<file path="config.mk">
export PLATFORM = sky130hd
export DESIGN_NAME = nonce_dispatch
export DESIGN_NICKNAME = d
export VERILOG_FILES = /design/src/rtl/nonce_dispatch.sv
export SDC_FILE = /design/constraint.sdc
export NUM_CORES = 1
export LEC_CHECK = 0
export ABC_AREA = 1
export CORE_MARGIN = 5
export CORE_UTILIZATION = 49
export DETAILED_ROUTE_END_ITERATION = 7
export PLACE_DENSITY_LB_ADDON = 0.05
export SYNTH_ARGS = -nofsm -noshare
export SYNTH_HDL_FRONTEND = slang
export SYNTH_SLANG_ARGS = --single-unit
</file>
<file path="constraint.sdc">
create_clock -name hash_clk -period 4.6 [get_ports hash_clk]
set_input_delay 0.92 -clock hash_clk [delete_from_list [all_inputs] [get_ports hash_clk]]
set_output_delay 0.92 -clock hash_clk [all_outputs]
set_load 0.02 [all_outputs]
</file>
<file path="src/rtl/nonce_dispatch.sv">
// Nonce range dispatcher: hands fixed-size nonce chunks to hash lanes, collects
// golden-nonce hits into per-lane hold registers and a shared result FIFO.
module nonce_dispatch #(
    parameter int LANES      = 4,
    parameter int CHUNK_LOG2 = 8,
    parameter int FIFO_DEPTH = 4,
    parameter int STOP_FIRST = 1
) (
    input  logic                hash_clk,
    input  logic                rst_n,
    input  logic                start,
    input  logic [31:0]         nonce_start,
    input  logic [31:0]         nonce_limit,
    output logic [LANES-1:0]    lane_load,
    output logic [32*LANES-1:0] lane_base,
    input  logic [LANES-1:0]    lane_hit,
    input  logic [32*LANES-1:0] lane_hit_nonce,
    input  logic [LANES-1:0]    lane_done,
    output logic                res_valid,
    output logic [31:0]         res_nonce,
    output logic [2:0]          res_lane,
    input  logic                res_ready,
    output logic                busy,
    output logic                done,
    output logic                overflow,
    output logic [15:0]         hit_count
);

    localparam int AW = (FIFO_DEPTH > 1) ? $clog2(FIFO_DEPTH) : 1;
    localparam logic [32:0] CHUNK = 33'd1 << CHUNK_LOG2;
    localparam logic [AW:0] FIFO_FULL = (AW+1)'(FIFO_DEPTH);

    typedef enum logic [1:0] {
        ST_IDLE  = 2'd0,
        ST_RUN   = 2'd1,
        ST_DRAIN = 2'd2,
        ST_DONE  = 2'd3
    } state_t;

    state_t                state_r;
    logic                  busy_r, done_r, exhausted_r, stopped_r, overflow_r;
    logic [31:0]           next_base_r, limit_r;
    logic [15:0]           hit_count_r;
    logic [LANES-1:0]      lane_busy_r, hold_valid_r, lane_load_r;
    logic [32*LANES-1:0]   lane_base_r;
    logic [31:0]           hold_nonce_r [LANES];
    logic [2:0]            rr_ptr_r;
    logic [31:0]           fifo_nonce_r [FIFO_DEPTH];
    logic [2:0]            fifo_lane_r  [FIFO_DEPTH];
    logic [AW-1:0]         wr_ptr_r, rd_ptr_r;
    logic [AW:0]           fifo_cnt_r;

    logic                  start_ok_s, active_s, pop_s, can_push_s, push_s;
    logic                  xfer_s, can_load_s, stop_now_s, exhaust_now_s;
    logic [2:0]            xfer_lane_s;
    logic [LANES-1:0]      drain_sel_s, capture_s, drop_s, load_sel_s;
    logic [3:0]            hits_s;
    logic [16:0]           hit_sum_s;
    logic [32:0]           sum_s;

    assign start_ok_s    = start && ((state_r == ST_IDLE) || (state_r == ST_DONE));
    assign active_s      = (state_r == ST_RUN) || (state_r == ST_DRAIN);
    assign res_valid     = (fifo_cnt_r != '0);
    assign pop_s         = res_valid && res_ready;
    assign can_push_s    = (fifo_cnt_r != FIFO_FULL) || pop_s;
    assign push_s        = xfer_s && can_push_s;
    assign sum_s         = {1'b0, next_base_r} + CHUNK;
    assign exhaust_now_s = sum_s[32] || (sum_s[31:0] > limit_r);
    assign capture_s     = active_s ? (lane_hit & (~hold_valid_r | drain_sel_s)) : '0;
    assign drop_s        = active_s ? (lane_hit & hold_valid_r & ~drain_sel_s) : '0;
    assign stop_now_s    = (STOP_FIRST != 0) && (|capture_s);
    assign can_load_s    = (state_r == ST_RUN) && !exhausted_r && !stopped_r && !stop_now_s;
    assign hit_sum_s     = {1'b0, hit_count_r} + {13'd0, hits_s};

    // Round-robin pick of the next valid hold register, starting after the last served lane.
    always_comb begin
        xfer_s      = 1'b0;
        xfer_lane_s = 3'd0;
        for (int k = 1; k <= LANES; k++) begin
            xfer_lane_s = (!xfer_s && hold_valid_r[(int'(rr_ptr_r) + k) % LANES])
                        ? 3'((int'(rr_ptr_r) + k) % LANES) : xfer_lane_s;
            xfer_s      = xfer_s | hold_valid_r[(int'(rr_ptr_r) + k) % LANES];
        end
    end

    // Per-lane decode: drained hold, lowest idle lane to load, and captured-hit count.
    always_comb begin
        logic found;
        found       = 1'b0;
        hits_s      = 4'd0;
        drain_sel_s = '0;
        load_sel_s  = '0;
        for (int i = 0; i < LANES; i++) begin
            drain_sel_s[i] = push_s && (xfer_lane_s == 3'(i));
            load_sel_s[i]  = can_load_s && !lane_busy_r[i] && !found;
            found          = found | !lane_busy_r[i];
            hits_s         = hits_s + {3'd0, capture_s[i]};
        end
    end

    // Search control FSM, dispatch registers and status outputs.
    always_ff @(posedge hash_clk or negedge rst_n) begin
        if (!rst_n) begin
            state_r     <= ST_IDLE;
            busy_r      <= 1'b0;
            done_r      <= 1'b0;
            exhausted_r <= 1'b0;
            stopped_r   <= 1'b0;
            overflow_r  <= 1'b0;
            next_base_r <= 32'd0;
            limit_r     <= 32'd0;
            hit_count_r <= 16'd0;
            lane_busy_r <= '0;
            lane_load_r <= '0;
            lane_base_r <= '0;
        end else begin
            lane_load_r <= '0;
            lane_busy_r <= active_s ? ((lane_busy_r & ~lane_done) | load_sel_s) : lane_busy_r;
            if (start_ok_s) begin
                state_r     <= ST_RUN;
                busy_r      <= 1'b1;
                done_r      <= 1'b0;
                next_base_r <= nonce_start;
                limit_r     <= nonce_limit;
                hit_count_r <= 16'd0;
                overflow_r  <= 1'b0;
                exhausted_r <= 1'b0;
                stopped_r   <= 1'b0;
            end else begin
                hit_count_r <= hit_sum_s[16] ? 16'hFFFF : hit_sum_s[15:0];
                overflow_r  <= overflow_r | (|drop_s);
                stopped_r   <= stopped_r | stop_now_s;
                case (state_r)
                    ST_RUN: begin
                        if (|load_sel_s) begin
                            lane_load_r <= load_sel_s;
                            next_base_r <= sum_s[31:0];
                            exhausted_r <= exhaust_now_s;
                            for (int i = 0; i < LANES; i++) begin
                                if (load_sel_s[i]) lane_base_r[32*i +: 32] <= next_base_r;
                            end
                        end
                        if (exhausted_r || stopped_r) state_r <= ST_DRAIN;
                    end
                    ST_DRAIN: begin
                        if (!(|lane_busy_r) && !(|hold_valid_r)) begin
                            state_r <= ST_DONE;
                            busy_r  <= 1'b0;
                            done_r  <= 1'b1;
                        end
                    end
                    default: state_r <= state_r;
                endcase
            end
        end
    end

    // Hold registers and round-robin pointer.
    always_ff @(posedge hash_clk or negedge rst_n) begin
        if (!rst_n) begin
            hold_valid_r <= '0;
            rr_ptr_r     <= 3'(LANES - 1);
            for (int i = 0; i < LANES; i++) hold_nonce_r[i] <= 32'd0;
        end else begin
            for (int i = 0; i < LANES; i++) begin
                if (capture_s[i]) begin
                    hold_valid_r[i] <= 1'b1;
                    hold_nonce_r[i] <= lane_hit_nonce[32*i +: 32];
                end else if (drain_sel_s[i]) begin
                    hold_valid_r[i] <= 1'b0;
                end
            end
            if (push_s) rr_ptr_r <= xfer_lane_s;
        end
    end

    // Result FIFO storage and pointers.
    always_ff @(posedge hash_clk or negedge rst_n) begin
        if (!rst_n) begin
            wr_ptr_r   <= '0;
            rd_ptr_r   <= '0;
            fifo_cnt_r <= '0;
            for (int i = 0; i < FIFO_DEPTH; i++) begin
                fifo_nonce_r[i] <= 32'd0;
                fifo_lane_r[i]  <= 3'd0;
            end
        end else begin
            if (push_s) begin
                fifo_nonce_r[wr_ptr_r] <= hold_nonce_r[xfer_lane_s];
                fifo_lane_r[wr_ptr_r]  <= xfer_lane_s;
                wr_ptr_r               <= wr_ptr_r + 1'b1;
            end
            if (pop_s) rd_ptr_r <= rd_ptr_r + 1'b1;
            case ({push_s, pop_s})
                2'b10:   fifo_cnt_r <= fifo_cnt_r + 1'b1;
                2'b01:   fifo_cnt_r <= fifo_cnt_r - 1'b1;
                default: fifo_cnt_r <= fifo_cnt_r;
            endcase
        end
    end

    assign res_nonce = res_valid ? fifo_nonce_r[rd_ptr_r] : 32'd0;
    assign res_lane  = res_valid ? fifo_lane_r[rd_ptr_r]  : 3'd0;
    assign lane_load = lane_load_r;
    assign lane_base = lane_base_r;
    assign busy      = busy_r;
    assign done      = done_r;
    assign overflow  = overflow_r;
    assign hit_count = hit_count_r;

endmodule
</file>
==> out/qor.yml, run 1 <==
vias_per_cell: 5.45
synthTopCellsByCount: "1,041 x nand2_1, 498 x dfrtp_1, 277 x o21ai_0"
wl_per_cell_um: 19.1
clock_latency_ns: 0.60
hold_viol: 0
leakagePower_uw: 0.0146
port-buffer-count: 389
syn_area_per_cell_sq_um: 8.29
regToRegStartpoint: "rr_ptr_r[0]"
crit_path_end_kind: "register"
n_fill_cell: 4110
outcome: "finished, final reports clean"
yosysTopAreaCell: "dfrtp_1"
h-tree-depth: 2
dpl_cell_area_sq_um: 28000
dp_hpwl_um: 49900
cp-startpoint: "rr_ptr_r[0]"
cp_slowest_cell: "dfstp_2"
fin_skew_ns: 0.0197
root_buffer: "clkbuf_16"
power.net_switching_uw: 11500
die_w_um: 229
fin_area_sq_um: 29900
synth_nets: 3088
cts_buffers: 54
grt.overflow.total: 0
detail-route-antenna-nets: 0
cap_violations: 0
synth_flop_cell: "dfrtp_1"
synth_cells: 2839
period_minus_slack_ns: 4.23
hold_class: "in -> async"
initial_core_util_pct: 49.4
crit_path_frequent_cell: "nand2_1"
ys_seq_area_share_pct: 53.2
yosysMostFrequentCell: "nand2_1"
slowest_delay_ns: 0.59
grt_pass1_vias: 20400
hold_ws_ns: 0.396
pwr-share-seq_pct: 29.9
cts_buffer_depth: 3
ios: 391
maxSlewHeadroom_pct: 37.1
area_delta_synth_final_pct: 27.0
cp.arrival_ns: 4.72
p_int_uw: 13100
core_sq_um: 47600
cts.clk_slew.worst_paths_ns: 0.06
path_buf_inv: 5
grt_pass1_wl_um: 117000
grt_antenna_before_repair: 13
synth_edf_count: 0
drive_gt1_share_pct: 8.28
ys_ff_latch: 500
total_power_uw: 24600
yosys_warnings: 0
fmax_mhz: 236
setup_viol: 0
dr.pass1.iters: 5
wl_um: 73000
crit_fanout: 10
p_comb_share_pct: 52.2
yosysTopAreaCellShare_pct: 53.0
die-area_sq_um: 52500
critPathKind: "reg -> reg"
chipHeight_um: 229
cellPowerDensity_nw_per_um2: 823
async_flop_share_pct: 100
fin_nets: 3406
synth_area_leaders: "dfrtp_1 53%, nand2_1 17%, o21ai_0 5.9%"
clock_power_share_pct: 17.9
drtIter0Drc: 2018
critPathTopFamily: "simple AND/OR/NAND/NOR gates"
cts_sinks: 500
peakVddDrop_v: 0.000541
required_ns: 5.09
switching_share_pct: 46.6
num_vias: 20800
rsz0062_at_grt: "false"
yosysUniqueCellTypes: 41
grt_max_degree: 133
drc: 0
startpoint_type: "register"
tritoncts: "yes"
period_share_pct: 92.0
tightest_slew_ns: 0.944
syn_area_sq_um: 23500
maxSlewViolCount: 0
gp_congestion: 0.914
rows: 80
track_usage_pct: 27.5
## layout by cell type (no fill, tap or decap), types with 8 or more instances in the layout
| cell type | netlist | routed |
|---|---|---|
| nand3_1 | 116 | 116 |
| nor3_1 | 13 | 12 |
| nor2_1 | 181 | 177 |
| dfrtp_1 | 498 | 497 |
| xor2_1 | 16 | 16 |
| mux2_2 | 64 | 64 |
| nand2_2 | 7 | 12 |
| nand4_1 | 144 | 144 |
| o21ai_0 | 277 | 276 |
| nand2_1 | 1041 | 1035 |
| buf_12 | 0 | 16 |
| clkbuf_8 | 0 | 14 |
| clkbuf_1 | 138 | 14 |
| clkinv_2 | 0 | 9 |
| a21oi_1 | 64 | 64 |
| buf_4 | 2 | 57 |
| inv_1 | 130 | 130 |
| ha_1 | 41 | 41 |
| clkdlybuf4s50_1 | 0 | 378 |
| diode_2 | 0 | 8 |
| clkbuf_16 | 0 | 57 |
## timing repair
item | CTS | global route
setup endpoints to repair | 0 | 14
setup buffers | 0 | 3
hold buffers | 0 | 0
gates resized for setup | 0 | 5
## registers in the layout, summed over array words and instances, names as in the netlist, 3 cells and up
signal and count:
hold_valid_r 4, fifo_nonce_r 128, lane_busy_r 4, fifo_cnt_r 3, next_base_r 32, lane_base 128
hit_count 16, hold_nonce_r 128, lane_load 4, limit_r 32, fifo_lane_r 8
## worst register-to-register path: cells and delay by family (launching register included)
family | cells | cell delay, ns
buf+inv | 5 | 0.35
fa+ha+maj | 3 | 1.06
simple gates | 18 | 1.84
xor+xnor | 1 | 0.13
flops | 1 | 0.59
compound gates | 1 | 0.13
## final cells by class
class | count | area, sq um | area share, %
clock buffers | 85 | 1670 | 5.59
flip-flops and latches | 500 | 12500 | 41.9
well taps | 615 | 769 | 2.57
diodes | 8 | 20.0 | 0.0670
clock inverters | 13 | 145 | 0.486
inverters | 138 | 522 | 1.75
multi-input cells | 2011 | 9700 | 32.5
repair buffers | 452 | 4550 | 15.2
## logic make-up (layout without fill, tap and decap cells)
logic type	count (synthesis)	in the layout	share of synthesized area, %
simple gates	1523	1523	26.9
xor+xnor	23	23	0.856
compound gates	355	355	7.64
buf+inv	328	688	5.78
other cells	1	9	0.0159
fa+ha+maj	45	45	2.52
flops	500	500	53.2
mux	64	64	3.06
## through the flow
step	std cells	setup TNS [ns]	worst slack [ns]	util [%]
floorplan	2839	0	0.0621	-
global placement	3713	-0.365	-0.164	58.8
detailed placement	3713	-0.955	-0.226	58.8
CTS	3811	0	0.241	62.6
global route	3819	0	0.0298	62.7
finish	3822	0	0.367	62.7
## per-layer routing
layer / track usage (%) / share of wire [%] / vias to the layer above
met5: 0 / 0.089 / -
met3: 6.02 / 7.4 / 119
met2: 41.9 / 45 / 791
met1: 40.5 / 45 / 10000
li1: - / - / 9861
met4: 6.73 / 2.1 / 8
## power by group through the flow
stage | Combinational, uW | Sequential (uW) | Clock, uW
2_1_floorplan | 7910 | 7160 | 0
6_report | 12800 | 7360 | 4390
3_5_place_dp | 12700 | 7410 | 0
4_1_cts | 12700 | 7340 | 4480
3_3_place_gp | 12400 | 7340 | 0
5_1_grt | 14300 | 7550 | 4680
## worst paths after layout
check / slack [ns] / depth (start not counted) / endpoint
worst max-delay path: 0.37 / 28 / hit_count[14]
max in group asynchronous: 3.10 / 2 / hold_nonce_r[70]
min in group hash_clk: 0.48 / 2 / busy
worst min register to register: 0.48 / 2 / busy
worst min-delay path: 0.40 / 1 / fifo_nonce_r[89]
worst max register to register: 0.37 / 28 / hit_count[14]
Note: power is estimated with default switching activity, not from simulation.
==> run 2, diff against run 1 <==
--- a/config.mk
+++ b/config.mk
@@ -7,8 +7,9 @@
 export LEC_CHECK = 0
 export ABC_AREA = 1
 export CORE_MARGIN = 5
-export CORE_UTILIZATION = 49
+export CORE_UTILIZATION = 58
 export DETAILED_ROUTE_END_ITERATION = 7
+export DONT_BUFFER_PORTS = 1
 export PLACE_DENSITY_LB_ADDON = 0.05
 export SYNTH_ARGS = -nofsm -noshare
 export SYNTH_HDL_FRONTEND = slang
==> out/qor.yml, run 2 (synthesis results as in run 1) <==
fin_ws_ns: 0.385
num_vias: 19600
area_delta_synth_final_pct: 9.41
die-area_sq_um: 44700
period_minus_slack_ns: 4.21
fin_skew_ns: 0.0169
port-buffer-count: 0
grt_pass1_wl_um: 106000
layout_commonest_cell: "nand2_1"
cts_buffer_depth: 3
fmax_mhz: 237
root_buffer: "clkbuf_16"
vias_per_cell: 5.84
outcome: "finished, final reports clean"
required_ns: 5.06
hold_viol: 0
final_cell_mix: "1,035 x nand2_1, 497 x dfrtp_1, 277 x o21ai_0"
gp_congestion: 0.879
core_sq_um: 39900
peakVddDrop_v: 0.000610
grt_max_degree: 501
die_w_um: 211
cp_num_cells: 27
maxSlewHeadroom_pct: 34.3
crit_path_frequent_cell: "nand2_1"
maxSlewViolCount: 0
tightest_slew_ns: 0.986
critPathKind: "reg -> reg"
cts.clk_slew.worst_paths_ns: 0.06
chipHeight_um: 211
track_usage_pct: 29.7
hold_class: "in -> async"
dpl_cell_area_sq_um: 24000
r2r_cells: 27
grt_antenna_before_repair: 17
period_share_pct: 91.6
startpoint_type: "register"
cap_violations: 0
wl_um: 67900
wl_per_cell_um: 20.2
cts_sinks: 500
dp.cells: 3251
fin_area_sq_um: 25700
h-tree-depth: 2
regToRegStartpoint: "rr_ptr_r[0]"
path_buf_inv: 6
hold_ws_ns: 0.0380
grt.overflow.total: 0
initial_core_util_pct: 59.0
cellPowerDensity_nw_per_um2: 908
cp_slowest_cell: "dfstp_2"
cp.arrival_ns: 4.68
dp_hpwl_um: 45400
fin_nets: 3031
drive_gt1_share_pct: 9.26
stdcell_count: 3356
dr.pass1.iters: 6
clock_latency_ns: 0.59
crit_fanout: 5
rows: 73
ios: 391
cp-startpoint: "rr_ptr_r[0]"
grt_pass1_vias: 18300
tritoncts: "yes"
detail-route-antenna-nets: 0
pre_cts_slack_ns: 0.151
drtIter0Drc: 2261
crit_path_end_kind: "register"
setup_viol: 0
drc: 0
cts_buffers: 52
n_fill_cell: 3341
slowest_delay_ns: 0.59
leakagePower_uw: 0.0131
critPathTopFamily: "simple AND/OR/NAND/NOR gates"
[run 2: cell types whose count changed in the layout (fill, tap and decap cells not counted), moves of 2 or more]
cell,delta
buf_4,+19
clkbuf_8,-4
clkbuf_16,-4
buf_12,-13
clkinvlp_4,-2
diode_2,+3
clkdlybuf4s50_1,-378
[run 2: path summary, 6_finish.rpt]
| check | to | slack [ns] |
|---|---|---|
| max | hit_count[14] | 0.39 |
| min | fifo_nonce_r[54] | 0.04 |
| max reg2reg | hit_count[14] | 0.39 |
| min reg2reg | fifo_nonce_r[71] | 0.48 |
| max in group asynchronous | hit_count[5] | 3.74 |
| min in group hash_clk | hold_nonce_r[117] | 0.44 |
[run 2: per-layer routing]
metal  GRT usage (%)  vias to the layer above  routed length (um)
met5               0                        -                  69
met4            8.35                       12                1680
met3            7.51                      119                6780
met2            43.1                      861               30000
met1            44.9                     9487               29400
li1                -                     9104                   -
[run 2: timing repair]
| action | 4_1_cts | 5_1_grt |
|---|---|---|
| hold buffers | 0 | 0 |
| buffers inserted | 0 | 2 |
| setup endpoints to repair | 0 | 16 |
| gates resized for setup | 0 | 2 |
[run 2: area by class of cell]
| type | count | area (sq um) | area share [%] |
|---|---|---|---|
| Clock buffer | 78 | 1520 | 5.90 |
| Inverter | 138 | 522 | 2.03 |
| Timing Repair Buffer | 79 | 631 | 2.45 |
| Clock inverter | 14 | 178 | 0.690 |
| Tap cell | 525 | 657 | 2.55 |
| Antenna cell | 11 | 27.5 | 0.107 |
| Sequential cell | 500 | 12500 | 48.6 |
| Multi-Input combinational cell | 2011 | 9700 | 37.7 |
[run 2: through the flow]
step	total power [uW]	util [%]	setup TNS (ns)
2_1_floorplan	15100	-	0
3_3_place_gp	18800	60.1	0
3_5_place_dp	19100	60.1	0
4_1_cts	23400	64.4	0
5_1_grt	25100	64.5	-0.00929
6_report	23400	64.5	0
[run 2: power by group]
group	internal [uW]	switching [uW]	total [uW]
Clock	2500	1720	4220
Sequential	6160	1450	7610
Combinational	3500	8050	11600
